--- config.mk ---
export PLATFORM = sky130hd
export DESIGN_NAME = random_word_harvester
export DESIGN_NICKNAME = d
export VERILOG_FILES = /design/src/rtl/random_word_harvester_pkg.sv /design/src/rtl/random_word_harvester_debiaser.sv /design/src/rtl/random_word_harvester.sv
export SDC_FILE = /design/constraint.sdc
export NUM_CORES = 1
export LEC_CHECK = 0
export ABC_CLOCK_PERIOD_IN_PS = 2570
export BUFFER_PORTS_ARGS = -buffer_cell sky130_fd_sc_hd__buf_4
export CELL_PAD_IN_SITES_DETAIL_PLACEMENT = 2
export CELL_PAD_IN_SITES_GLOBAL_PLACEMENT = 2
export CORE_AREA = 2 2 87 89
export CTS_CLUSTER_DIAMETER = 150
export DETAILED_ROUTE_END_ITERATION = 8
export DIE_AREA = 0 0 89 91
export GPL_TIMING_DRIVEN = 0
export MAX_ROUTING_LAYER = met4
export PLACE_DENSITY = 0.79
export RECOVER_POWER = 25
export SKIP_CTS_REPAIR_TIMING = 1
export SYNTH_ARGS = -nofsm -noshare
export SYNTH_HDL_FRONTEND = slang
export SYNTH_SLANG_ARGS = --single-unit
--- constraint.sdc ---
create_clock -name clk -period 2.57 [get_ports clk]
set_input_delay 0.1285 -clock clk [delete_from_list [all_inputs] [get_ports clk]]
set_output_delay 0.1285 -clock clk [all_outputs]
set_load 0.03 [all_outputs]
--- src/rtl/random_word_harvester_pkg.sv ---
`default_nettype none
// ============================================================================
// Module      : random_word_harvester_pkg
// Description : Definitions shared by the entropy-consumer blocks: the
//               von Neumann pair-state encoding, the default sizing constants
//               and a counter-width helper.
// Revision    : 1.0 - initial release
// ============================================================================
package random_word_harvester_pkg;

    // Pair FSM: waiting for the first sample of a pair, or holding it.
    typedef enum logic [0:0] {
        VN_IDLE       = 1'b0,
        VN_HAVE_FIRST = 1'b1
    } vn_state_t;

    localparam int c_WORD_WIDTH_DEF  = 32;
    localparam int c_SYNC_STAGES_DEF = 2;
    localparam int c_SAMPLE_DIV_DEF  = 4;
    localparam int c_RCT_LIMIT_DEF   = 64;

    // Width of a counter holding 0..n-1; never narrower than one bit.
    function automatic int cnt_width(input int n);
        return (n > 1) ? $clog2(n) : 1;
    endfunction

endpackage
`default_nettype wire

--- src/rtl/random_word_harvester_debiaser.sv ---
`default_nettype none
// ============================================================================
// Module      : von_neumann_debiaser
// Description : Pairs successive strobed raw samples (a,b). a!=b emits bit a,
//               a==b emits nothing. Dropping enable discards a half pair.
// Ports       : clk, rst_n      clock, asynchronous active-low reset
//               strobe          a raw sample is taken this cycle
//               raw_bit         synchronised raw entropy bit
//               enable          harvesting enabled
//               out_valid       a debiased bit is emitted this cycle
//               out_bit         the emitted bit (meaningful with out_valid)
// Revision    : 1.0 - initial release
// ============================================================================
module von_neumann_debiaser
    import random_word_harvester_pkg::*;
(
    input  logic clk,
    input  logic rst_n,
    input  logic strobe,
    input  logic raw_bit,
    input  logic enable,
    output logic out_valid,
    output logic out_bit
);

    vn_state_t r_state;
    vn_state_t w_state_next;
    logic      r_first;
    logic      w_first_next;

    always_ff @(posedge clk or negedge rst_n) begin
        if (!rst_n) begin
            r_state <= VN_IDLE;
            r_first <= 1'b0;
        end else begin
            r_state <= w_state_next;
            r_first <= w_first_next;
        end
    end

    always_comb begin
        w_state_next = r_state;
        w_first_next = r_first;
        out_valid    = 1'b0;
        out_bit      = r_first;
        if (!enable) begin
            w_state_next = VN_IDLE;
        end else if (strobe) begin
            case (r_state)
                VN_IDLE: begin
                    w_first_next = raw_bit;
                    w_state_next = VN_HAVE_FIRST;
                end
                VN_HAVE_FIRST: begin
                    out_valid    = (r_first != raw_bit);
                    w_state_next = VN_IDLE;
                end
                default: w_state_next = VN_IDLE;
            endcase
        end
    end

endmodule
`default_nettype wire

--- src/rtl/random_word_harvester.sv ---
`default_nettype none
// ============================================================================
// Module      : random_word_harvester
// Description : Synchronises an asynchronous metastable entropy bit, samples
//               it every SAMPLE_DIV clocks, debiases it (von Neumann) and
//               packs the result MSB-first into words offered on a
//               valid/ready interface.
//               Optional macro RANDOM_HEALTH_TEST_EN adds a repetition-count
//               health test with a sticky fault output.
// Ports       : clk, rst_n      clock, asynchronous active-low reset
//               metastable_in   raw entropy bit, asynchronous to clk
//               enable          harvesting enabled
//               rnd_data        random word, stable while valid && !ready
//               rnd_valid       rnd_data holds an unconsumed word
//               rnd_ready       consumer accepts
//               fault           sticky health-test failure
// Revision    : 1.0 - initial release
// ============================================================================
module random_word_harvester
    import random_word_harvester_pkg::*;
#(
    parameter int WORD_WIDTH  = c_WORD_WIDTH_DEF,
    parameter int SYNC_STAGES = c_SYNC_STAGES_DEF,
    parameter int SAMPLE_DIV  = c_SAMPLE_DIV_DEF,
    parameter int RCT_LIMIT   = c_RCT_LIMIT_DEF
) (
    input  logic                  clk,
    input  logic                  rst_n,
    input  logic                  metastable_in,
    input  logic                  enable,
    output logic [WORD_WIDTH-1:0] rnd_data,
    output logic                  rnd_valid,
    input  logic                  rnd_ready,
    output logic                  fault
);

    localparam int c_DIV_W = cnt_width(SAMPLE_DIV);
    localparam int c_CNT_W = cnt_width(WORD_WIDTH + 1);

    // ------------------------------------------------------------------
    // Synchroniser and sample divider
    // ------------------------------------------------------------------
    logic [SYNC_STAGES-1:0] r_sync;
    logic [c_DIV_W-1:0]     r_div;
    logic                   w_raw;
    logic                   w_strobe;

    always_ff @(posedge clk or negedge rst_n) begin
        if (!rst_n) begin
            r_sync <= '0;
        end else begin
            r_sync <= {r_sync[SYNC_STAGES-2:0], metastable_in};
        end
    end

    assign w_raw    = r_sync[SYNC_STAGES-1];
    assign w_strobe = enable && (r_div == c_DIV_W'(SAMPLE_DIV - 1));

    always_ff @(posedge clk or negedge rst_n) begin
        if (!rst_n) begin
            r_div <= '0;
        end else if (!enable || w_strobe) begin
            r_div <= '0;
        end else begin
            r_div <= r_div + c_DIV_W'(1);
        end
    end

    // ------------------------------------------------------------------
    // Debiaser
    // ------------------------------------------------------------------
    logic w_vn_valid;
    logic w_vn_bit;

    von_neumann_debiaser u_debiaser (
        .clk       (clk),
        .rst_n     (rst_n),
        .strobe    (w_strobe),
        .raw_bit   (w_raw),
        .enable    (enable),
        .out_valid (w_vn_valid),
        .out_bit   (w_vn_bit)
    );

    // ------------------------------------------------------------------
    // Optional repetition-count health test
    // ------------------------------------------------------------------
    logic w_fault;

`ifdef RANDOM_HEALTH_TEST_EN
    localparam int c_RCT_W = cnt_width(RCT_LIMIT + 1);

    // r_run == 0 means no sample seen yet; otherwise the length of the
    // current run of identical samples, saturating at RCT_LIMIT.
    logic [c_RCT_W-1:0] r_run;
    logic               r_last;
    logic               r_fault;

    always_ff @(posedge clk or negedge rst_n) begin
        if (!rst_n) begin
            r_run   <= '0;
            r_last  <= 1'b0;
            r_fault <= 1'b0;
        end else begin
            if (r_run >= c_RCT_W'(RCT_LIMIT)) begin
                r_fault <= 1'b1;
            end
            if (w_strobe) begin
                r_last <= w_raw;
                if ((r_run != '0) && (w_raw == r_last)) begin
                    if (r_run < c_RCT_W'(RCT_LIMIT)) begin
                        r_run <= r_run + c_RCT_W'(1);
                    end
                end else begin
                    r_run <= c_RCT_W'(1);
                end
            end
        end
    end

    assign w_fault = r_fault;
`else
    assign w_fault = 1'b0;
`endif

    assign fault = w_fault;

    // ------------------------------------------------------------------
    // Shifter and output register
    // ------------------------------------------------------------------
    logic [WORD_WIDTH-1:0] r_sh;
    logic [c_CNT_W-1:0]    r_count;
    logic [WORD_WIDTH-1:0] r_data;
    logic                  r_valid;
    logic                  w_transfer;
    logic                  w_full;
    logic                  w_load;

    assign w_transfer = r_valid && rnd_ready;
    assign w_full     = (r_count == c_CNT_W'(WORD_WIDTH));
    assign w_load     = w_full && (!r_valid || w_transfer);

    always_ff @(posedge clk or negedge rst_n) begin
        if (!rst_n) begin
            r_sh    <= '0;
            r_count <= '0;
            r_data  <= '0;
            r_valid <= 1'b0;
        end else if (w_fault) begin
            r_sh    <= '0;
            r_count <= '0;
            r_valid <= 1'b0;
        end else begin
            if (w_load) begin
                r_data  <= r_sh;
                r_valid <= 1'b1;
            end else if (w_transfer) begin
                r_valid <= 1'b0;
            end

            // A bit emitted in the load cycle starts the next word.
            if (w_load) begin
                r_count <= w_vn_valid ? c_CNT_W'(1) : '0;
                if (w_vn_valid) begin
                    r_sh <= {r_sh[WORD_WIDTH-2:0], w_vn_bit};
                end
            end else if (w_vn_valid && !w_full) begin
                r_sh    <= {r_sh[WORD_WIDTH-2:0], w_vn_bit};
                r_count <= r_count + c_CNT_W'(1);
            end
        end
    end

    assign rnd_data  = r_data;
    // Masked combinationally so a fresh fault hides the word at once.
    assign rnd_valid = r_valid && !w_fault;

endmodule
`default_nettype wire

==> impl_metrics.csv, run 1 <==
group,metric,value,unit
setup_path,r2r_end,"rnd_data[1]$_DFFE_PN0P_",
setup_path,worst_ep_arrival_time,2.19,ns
placed_design,portBuffers,37,
setup_path,ff2ff_setup_slack,0.60,ns
power,max-vdd-ir-drop,0.294,mV
setup_path,cp.depth,7,
setup_path,slowest_delay,0.44,ns
global_routing,grt_pass1_wl,9680,um
setup_path,worst-setup-path-type,"reg2reg",
synthesis,synthCells,191,
route,drt_iter0_drc,60,
floorplanning,rows,31,
clock_network,cts_made_buffers,9,
clock_network,clk_latency,0.34,ns
synthesis,syn_nets,199,
global_routing,grt_use_total,0.164,
global_routing,grt_max_degree,78,
route,via_per_inst,4.89,
clock_network,clockRootBuffer,"clkbuf_8",
clock_network,path_clk_slew,0.08,ns
placed_design,place_hpwl,3710,um
final_layout,area_delta_synth_final,19.8,%
floorplanning,start_util,0.426,
global_routing,overflow,0,
synthesis,syn_area,3040,um2
setup_path,timing.critical_path.buf_inv,2,
setup_path,crit_required,2.79,ns
worst_hold_path,hold_class,"in2reg",
timing,period_share,0.765,
setup_path,cp_slowest_cell,"dfrtp_1",
timing,hold_viol,0,
timing,finClkSkew,0.00630,ns
setup_path,path_delay_family,"flip-flops",
timing,hold_ws,0.0332,ns
setup_path,crit_end,"rnd_data[1]$_DFFE_PN0P_",
synthesis,async_flop_share,1.00,
placed_design,pre_cts_ws,0.596,ns
timing,slew_headroom,-0.267,
final_layout,nets,248,
setup_path,rr_worst_depth,7,
timing,finalSetupViolCount,0,
setup_path,startpoint,"r_count[0]$_DFFE_PN0P_",
power,power.density,603,nW/um2
timing,fin_crit,1.97,ns
timing,worst_slack,0.603,ns
timing,drv_slew,78,
floorplanning,die_y,91,um
timing,tns,0,ns
route,wire_per_inst,16.5,um
outcome,outcome,"finished, violations left",
synthesis,synthDistinctLibCells,31,
floorplanning,ioPinCount,39,
global_routing,antenna_found_initial,0,
clock_network,cts_num_sinks,77,
synthesis,synthTopCellsByArea,"dfrtp_1, mux2_2, mux2_1, buf_6, ha_1",
clock_network,htree_levels,3,
placed_design,gp_congestion,0.768,
setup_path,end_kind,"register",
synthesis,ys_ff_latch,77,
outcome,violations,"capacitance limit, slew limit",
synthesis,synth.most_common_cell,"dfrtp_1",
clock_network,cts_tree,"built",
synthesis,yosysTopAreaCell,"dfrtp_1",
route,post-route-drc-count,0,
floorplanning,fp.dieW,89,um
synthesis,postSynthAreaPerCell,15.9,um2
setup_path,r2r-start,"r_count[0]$_DFFE_PN0P_",
power,leakagePower,0.00192,uW
setup_path,setup.worst_path.start_class,"register",
route,routed_wl,5690,um
setup_path,crit_chain,"inv_1, ha_1, and4bb_1, nand2_2, a21oi_4, buf_6, mux2_2",
floorplanning,coreArea,7140,um2
route,vias,1681,
synthesis,synthFlopType,"dfrtp_1",
synthesis,synth_top_cell_area_share,0.634,
synthesis,synthTopCellsByCount,"dfrtp_1, mux2_2, mux2_1",
timing,worst_pin_slew,1.90,ns
synthesis,synth_edf_count,0,
synthesis,seq_area_frac_synth,0.634,
clock_network,clk_path_buf_depth,2,
final_layout,diodes,0,
synthesis,yosys_warnings,0,
timing,fmax,508,MHz
floorplanning,die_area,8100,um2
run,cap_violations,1,
route,drt_first_pass_iters,4,
setup_path,cp_max_fo,10,
final_layout,layout-drive-gt1-share,0.486,
timing,rsz0062_at_grt,"false",
global_routing,grt_pass1_vias,1896,
route,ant_nets,0,
layout make-up:
class | instances | area, um2
buffer | 7 | 75.1
timing repair buffer | 38 | 285
tap | 99 | 124
clock buffer | 10 | 128
fill | 704 | 3500
inverter | 4 | 15.0
clock inverter | 6 | 63.8
sequential | 77 | 1930
multi-input combinational | 103 | 1020
cell families after synthesis:
kind of cell,Yosys count,synth area share
compound gates,7,0.0194
xor+xnor,4,0.0115
fa+ha+maj,3,0.0124
buf+inv,11,0.0297
flops,77,0.634
mux,66,0.245
other cells,1,0.00123
simple gates,22,0.0470
worst register-to-register path, cell delays in order, from the launching register on:
cell and delay, ns:
dfrtp_1 0.44, inv_1 0.08, ha_1 0.15, and4bb_1 0.27, nand2_2 0.09, a21oi_4 0.26, buf_6 0.21, mux2_2 0.35
through the flow:
stage               cell area [um2]  total power, uW  std cells  utilization
floorplan                      3040             1290        191            -
global placement               3440             1330        327        0.482
detailed placement             3440             1330        327        0.482
CTS                            3630             2240        343        0.509
global route                   3640             2290        344        0.510
finish                         3640             2200        344        0.510
registers in the layout (all words and copies together) (netlist names):
name / flops
r_count: 6
r_sh: 32
rnd_data: 32
u_debiaser.r_state: 1
r_sync: 2
u_debiaser.out_bit: 1
r_div: 2
rnd_valid: 1
routing by layer:
layer / part of all wire / global-route usage / up-vias
met5: 0 / - / -
met4: 0.016 / 0.0672 / 0
met3: 0.028 / 0.0273 / 8
met2: 0.52 / 0.257 / 30
met1: 0.44 / 0.211 / 873
li1: - / - / 770
layout by cell type (no fill, tap or decap), types with 2 or more instances in the layout:
cell type,synthesis,routed
xnor2_1,2,2
mux2_2,55,55
ha_1,3,3
clkbuf_8,0,9
and2_1,2,2
inv_1,4,4
buf_4,1,36
clkinv_2,0,2
buf_6,6,6
nor2_1,4,4
nand2_1,3,3
nand4_1,2,2
dfrtp_1,77,77
mux2_1,11,11
xor2_1,2,2
clkinvlp_4,0,2
nand3_1,2,2
worst min path at each step:
| stage | startpoint | endpoint | slack, ns | depth (start not counted) |
|---|---|---|---|---|
| 6_report | enable | u_debiaser.r_state$_DFFE_PN0P_ | 0.03 | 2 |
| 4_1_cts | metastable_in | r_sync[0]$_DFF_PN0_ | -0.13 | 1 |
| 2_1_floorplan | rst_n | r_count[0]$_DFFE_PN0P_ | -0.17 | 0 |
| 3_3_place_gp | metastable_in | r_sync[0]$_DFF_PN0_ | 0.24 | 1 |
| 3_5_place_dp | metastable_in | r_sync[0]$_DFF_PN0_ | 0.24 | 1 |
| 5_1_grt | enable | u_debiaser.r_state$_DFFE_PN0P_ | 0.03 | 2 |
where the power goes:
| group | internal, uW | switching, uW | total [uW] |
|---|---|---|---|
| logic | 23.6 | 43.0 | 66.7 |
| registers | 1230 | 14.3 | 1240 |
| clock network | 447 | 440 | 887 |
Note: power is estimated with default switching activity, not from simulation.
==> run 2: changes to the inputs <==
- ABC_CLOCK_PERIOD_IN_PS: 2570 -> 1700
- CORE_AREA: 2 2 87 89 -> 2 2 94 96
- DIE_AREA: 0 0 89 91 -> 0 0 96 98
- PLACE_DENSITY: 0.79 -> 0.71
- clock period: 2.57 -> 1.7 ns (I/O delays scaled with it)
==> run 2 against run 1 <==
The run ends with setup timing left. Register-to-register slack got worse by 0.83 ns. Die area increased by 16%. Utilization decreased by 2.1 points. Sequential cell count did not move. Sequential power increased by 52%. Fmax grew 1.9%. Via count grew 6.5%. Cell count up 8.1%. Combinational power is 90% higher. Final area up 14%. Critical endpoint is now rnd_data[9]$_DFFE_PN0P_.
==> impl_metrics.csv, run 2 (synthesis results as in run 1) <==
group,metric,value,unit
placed_design,gp_congestion,0.737,
timing,fmax,518,MHz
placed_design,portBuffers,37,
setup_path,crit_required,1.94,ns
setup_path,ff2ff_setup_slack,-0.23,ns
setup_path,r2r_end,"rnd_data[9]$_DFFE_PN0P_",
timing,hold_viol,0,
final_layout,diodes,0,
route,via_per_inst,4.81,
power,power.density,802,nW/um2
final_layout,final_cell_mix,"dfrtp_1, mux2_4, clkbuf_1",
run,cap_violations,0,
floorplanning,rows,34,
floorplanning,die_area,9410,um2
clock_network,cts_tree,"built",
global_routing,overflow,0,
placed_design,pre_cts_ws,-0.294,ns
timing,worst_slack,-0.230,ns
floorplanning,coreArea,8470,um2
timing,fin_crit,1.93,ns
clock_network,path_clk_slew,0.08,ns
floorplanning,start_util,0.359,
route,drt_first_pass_iters,3,
timing,rsz0062_at_grt,"true",
final_layout,fillers,800,
global_routing,grt_max_degree,78,
setup_path,setup.worst_path.start_class,"register",
clock_network,htree_levels,3,
floorplanning,ioPinCount,39,
power,leakagePower,0.00211,uW
global_routing,antenna_found_initial,0,
final_layout,final_common_cell,"dfrtp_1",
timing,period_share,1.14,
setup_path,r2r-start,"r_count[0]$_DFFE_PN0P_",
global_routing,grt_use_total,0.138,
floorplanning,die_y,98,um
setup_path,worst-setup-path-type,"reg2reg",
clock_network,clk_path_buf_depth,2,
route,wire_per_inst,19.1,um
final_layout,fin_util,0.488,
clock_network,clk_latency,0.35,ns
route,routed_wl,7120,um
timing,worst_pin_slew,0.987,ns
clock_network,cts_num_sinks,77,
timing,drv_slew,0,
setup_path,startpoint,"r_count[0]$_DFFE_PN0P_",
timing,finClkSkew,0.0120,ns
global_routing,grt_pass1_wl,9610,um
global_routing,grt_pass1_vias,1885,
timing,slew_headroom,0.342,
final_layout,area_delta_synth_final,36.1,%
setup_path,rr_worst_depth,8,
route,drt_iter0_drc,17,
timing,finalSetupViolCount,65,
final_layout,layout-drive-gt1-share,0.485,
clock_network,clockRootBuffer,"clkbuf_8",
setup_path,cp_max_fo,9,
route,ant_nets,0,
floorplanning,fp.dieW,96,um
worst_hold_path,hold_class,"in2reg",
setup_path,worst_ep_arrival_time,2.17,ns
setup_path,end_kind,"register",
route,post-route-drc-count,0,
route,vias,1790,
outcome,violations,"setup timing",
clock_network,cts_made_buffers,9,
placed_design,place_hpwl,3720,um
outcome,outcome,"finished, violations left",
timing,hold_ws,0.138,ns
final_layout,nets,268,
power,max-vdd-ir-drop,0.414,mV
setup_path,crit_end,"rnd_data[9]$_DFFE_PN0P_",
[run 2: per-stage QoR]
step                TNS (ns)  area (um2)  power, uW  std cells
detailed placement    -14.88        3480       2020        336
global route          -13.82        4140       3460        372
global placement      -13.24        3480       2010        336
finish                -10.29        4140       3320        372
CTS                   -16.78        3670       3320        351
floorplan              -1.51        3070       1960        191
[run 2: final cells by class]
cell class / count / area (um2) / area share
multi-input cells: 103 / 1270 / 0.308
inverters: 4 / 15.0 / 0.00363
repair buffers: 58 / 470 / 0.114
flip-flops and latches: 77 / 1930 / 0.467
clock inverters: 3 / 20.0 / 0.00484
plain buffers: 7 / 128 / 0.0309
well taps: 108 / 135 / 0.0327
clock buffers: 12 / 165 / 0.0399
[run 2: routing by layer]
metal,vias up,routed length (um),GRT usage
met4,0,85,0.0429
li1,806,-,-
met2,26,3740,0.217
met3,10,234,0.0448
met5,-,0,-
met1,948,3060,0.167
[run 2: worst max-delay path, cell delays in order (launching register included)]
cell	delay [ns]
dfrtp_2	0.41
inv_2	0.08
ha_4	0.13
and4bb_2	0.29
nand2_2	0.09
a21oi_4	0.14
buf_12	0.17
clkbuf_16	0.16
mux2_2	0.34
[run 2: how the worst min path moves through the flow]
stage                              from                     end  slack, ns  cells after the start
after floorplan                   rst_n  r_count[0]$_DFFE_PN0P_      -0.21                      0
after global placement    metastable_in     r_sync[0]$_DFF_PN0_       0.20                      1
after detailed placement  metastable_in     r_sync[0]$_DFF_PN0_       0.20                      1
after CTS                 metastable_in     r_sync[0]$_DFF_PN0_      -0.17                      1
after global routing          rnd_ready   rnd_valid$_DFFE_PN0P_       0.14                      3
final                         rnd_ready   rnd_valid$_DFFE_PN0P_       0.14                      3
[run 2: where the power goes]
part / switching (uW) / internal, uW / total [uW] / leakage (uW)
combinational: 77.9 / 48.7 / 127 / 0.000956
sequential: 21.2 / 1860 / 1880 / 0.00106
clock: 674 / 640 / 1310 / 0.0000905
total: 774 / 2540 / 3320 / 0.00211
==> run 3: changes to the inputs <==
- MAX_ROUTING_LAYER: met4 -> not set
==> run 3 against run 2 <==
The run still ends with setup timing left. Global-route usage shrank 0.43 points. Register-to-register slack about the same. Worst hold slack lost 0.0037 ns. First-iteration DRC count fell by 5.9%. Final area stayed put. Critical path type unchanged. Largest power group unchanged.
==> impl_metrics.csv, run 3 (synthesis results as in run 1) <==
group,metric,value,unit
outcome,outcome,"finished, violations left",
outcome,violations,"setup timing",
final_layout,layout-drive-gt1-share,0.485,
route,drt_first_pass_iters,4,
setup_path,cp_max_fo,9,
setup_path,end_kind,"register",
placed_design,place_hpwl,3720,um
setup_path,setup.worst_path.start_class,"register",
floorplanning,start_util,0.359,
placed_design,gp_congestion,0.728,
timing,worst_slack,-0.239,ns
final_layout,area_delta_synth_final,36.1,%
route,ant_nets,0,
power,leakagePower,0.00211,uW
run,cap_violations,0,
placed_design,portBuffers,37,
timing,fin_crit,1.94,ns
setup_path,r2r_end,"rnd_data[9]$_DFFE_PN0P_",
clock_network,cts_num_sinks,77,
clock_network,clk_latency,0.36,ns
floorplanning,die_area,9410,um2
floorplanning,ioPinCount,39,
final_layout,stdcell_count,372,
floorplanning,fp.dieW,96,um
global_routing,overflow,0,
setup_path,rr_worst_depth,8,
floorplanning,rows,34,
global_routing,grt_max_degree,78,
worst_hold_path,hold_class,"in2reg",
timing,worst_pin_slew,0.977,ns
setup_path,worst_ep_arrival_time,2.18,ns
timing,tns,-10.60,ns
route,routed_wl,7120,um
route,post-route-drc-count,0,
global_routing,grt_pass1_vias,1871,
setup_path,slowest_delay,0.41,ns
floorplanning,coreArea,8470,um2
clock_network,clockRootBuffer,"clkbuf_8",
timing,finalSetupViolCount,65,
timing,rsz0062_at_grt,"true",
setup_path,r2r-start,"r_count[0]$_DFFE_PN0P_",
timing,hold_viol,0,
clock_network,cts_made_buffers,9,
route,vias,1768,
worst_hold_path,hold_start,"rnd_ready",
setup_path,worst-setup-path-type,"reg2reg",
timing,drv_slew,0,
final_layout,final_common_cell,"dfrtp_1",
worst_hold_path,holdPathEnd,"rnd_valid$_DFFE_PN0P_",
placed_design,pre_cts_ws,-0.294,ns
power,power.density,803,nW/um2
setup_path,ff2ff_setup_slack,-0.24,ns
setup_path,crit_chain,"inv_2, ha_4, and4bb_2, nand2_2, a21oi_4, buf_12, clkbuf_16, mux2_2",
timing,slew_headroom,0.349,
setup_path,cp_slowest_cell,"dfrtp_2",
clock_network,clk_path_buf_depth,2,
power,max-vdd-ir-drop,0.416,mV
worst_hold_path,hold_depth,3,
timing,fmax,516,MHz
placed_design,place_inst,336,
final_layout,final_cell_mix,"dfrtp_1, mux2_4, clkbuf_1",
route,via_per_inst,4.75,
floorplanning,die_y,98,um
global_routing,grt_pass1_wl,9590,um
final_layout,diodes,0,
global_routing,antenna_found_initial,0,
setup_path,crit_required,1.94,ns
route,wire_per_inst,19.1,um
global_routing,grt_use_total,0.133,
timing,finClkSkew,0.0101,ns
final_layout,nets,268,
clock_network,path_clk_slew,0.08,ns
clock_network,htree_levels,3,
clock_network,cts_tree,"built",
timing,period_share,1.14,
route,drt_iter0_drc,16,
[run 3: metal layers]
metal,share of wire,global-route usage,vias to the layer above
li1,-,-,804
met1,0.43,0.166,929
met2,0.52,0.217,26
met3,0.034,0.0448,9
met4,0.012,0.0429,0
met5,0,0,-
[run 3: layout make-up]
cell class	count	area, um2
fill	800	4330
clock inverter	3	20.0
sequential	77	1930
timing repair buffer	58	470
inverter	4	15.0
tap	108	135
buffer	7	128
clock buffer	12	165
multi-input combinational	103	1270
[run 3: report_power, final]
| group | internal, uW | switching [uW] | leakage [uW] |
|---|---|---|---|
| Clock | 640 | 678 | 0.0000905 |
| Combinational | 48.7 | 78.1 | 0.000956 |
| Sequential | 1860 | 21.2 | 0.00106 |
| Total | 2540 | 778 | 0.00211 |
[run 3: worst max-delay path by stage]
stage | from | to | cells past startpoint | slack [ns]
after floorplan | r_count[0]$_DFFE_PN0P_ | rnd_data[10]$_DFFE_PN0P_ | 7 | -0.03
after global placement | r_count[0]$_DFFE_PN0P_ | rnd_data[6]$_DFFE_PN0P_ | 7 | -0.27
after detailed placement | r_count[0]$_DFFE_PN0P_ | rnd_data[21]$_DFFE_PN0P_ | 7 | -0.29
after CTS | r_count[1]$_DFFE_PN0P_ | rnd_data[21]$_DFFE_PN0P_ | 7 | -0.33
after global routing | r_count[0]$_DFFE_PN0P_ | rnd_data[9]$_DFFE_PN0P_ | 8 | -0.29
final | r_count[0]$_DFFE_PN0P_ | rnd_data[9]$_DFFE_PN0P_ | 8 | -0.24
[run 3: critical path, delay by kind of cell (launching register included)]
family,cells,cell delay (ns)
compound gates,1,0.14
simple gates,2,0.38
fa+ha+maj,1,0.13
mux,1,0.34
buf+inv,3,0.41
flops,1,0.41
[run 3: stage by stage]
stage / instance area [um2] / utilization / hold WS, ns / power [uW]
floorplan: 3070 / - / -0.211 / 1960
global placement: 3480 / 0.411 / 0.195 / 2010
detailed placement: 3480 / 0.411 / 0.196 / 2020
CTS: 3670 / 0.433 / -0.171 / 3320
global route: 4140 / 0.488 / 0.142 / 3460
finish: 4140 / 0.488 / 0.134 / 3320
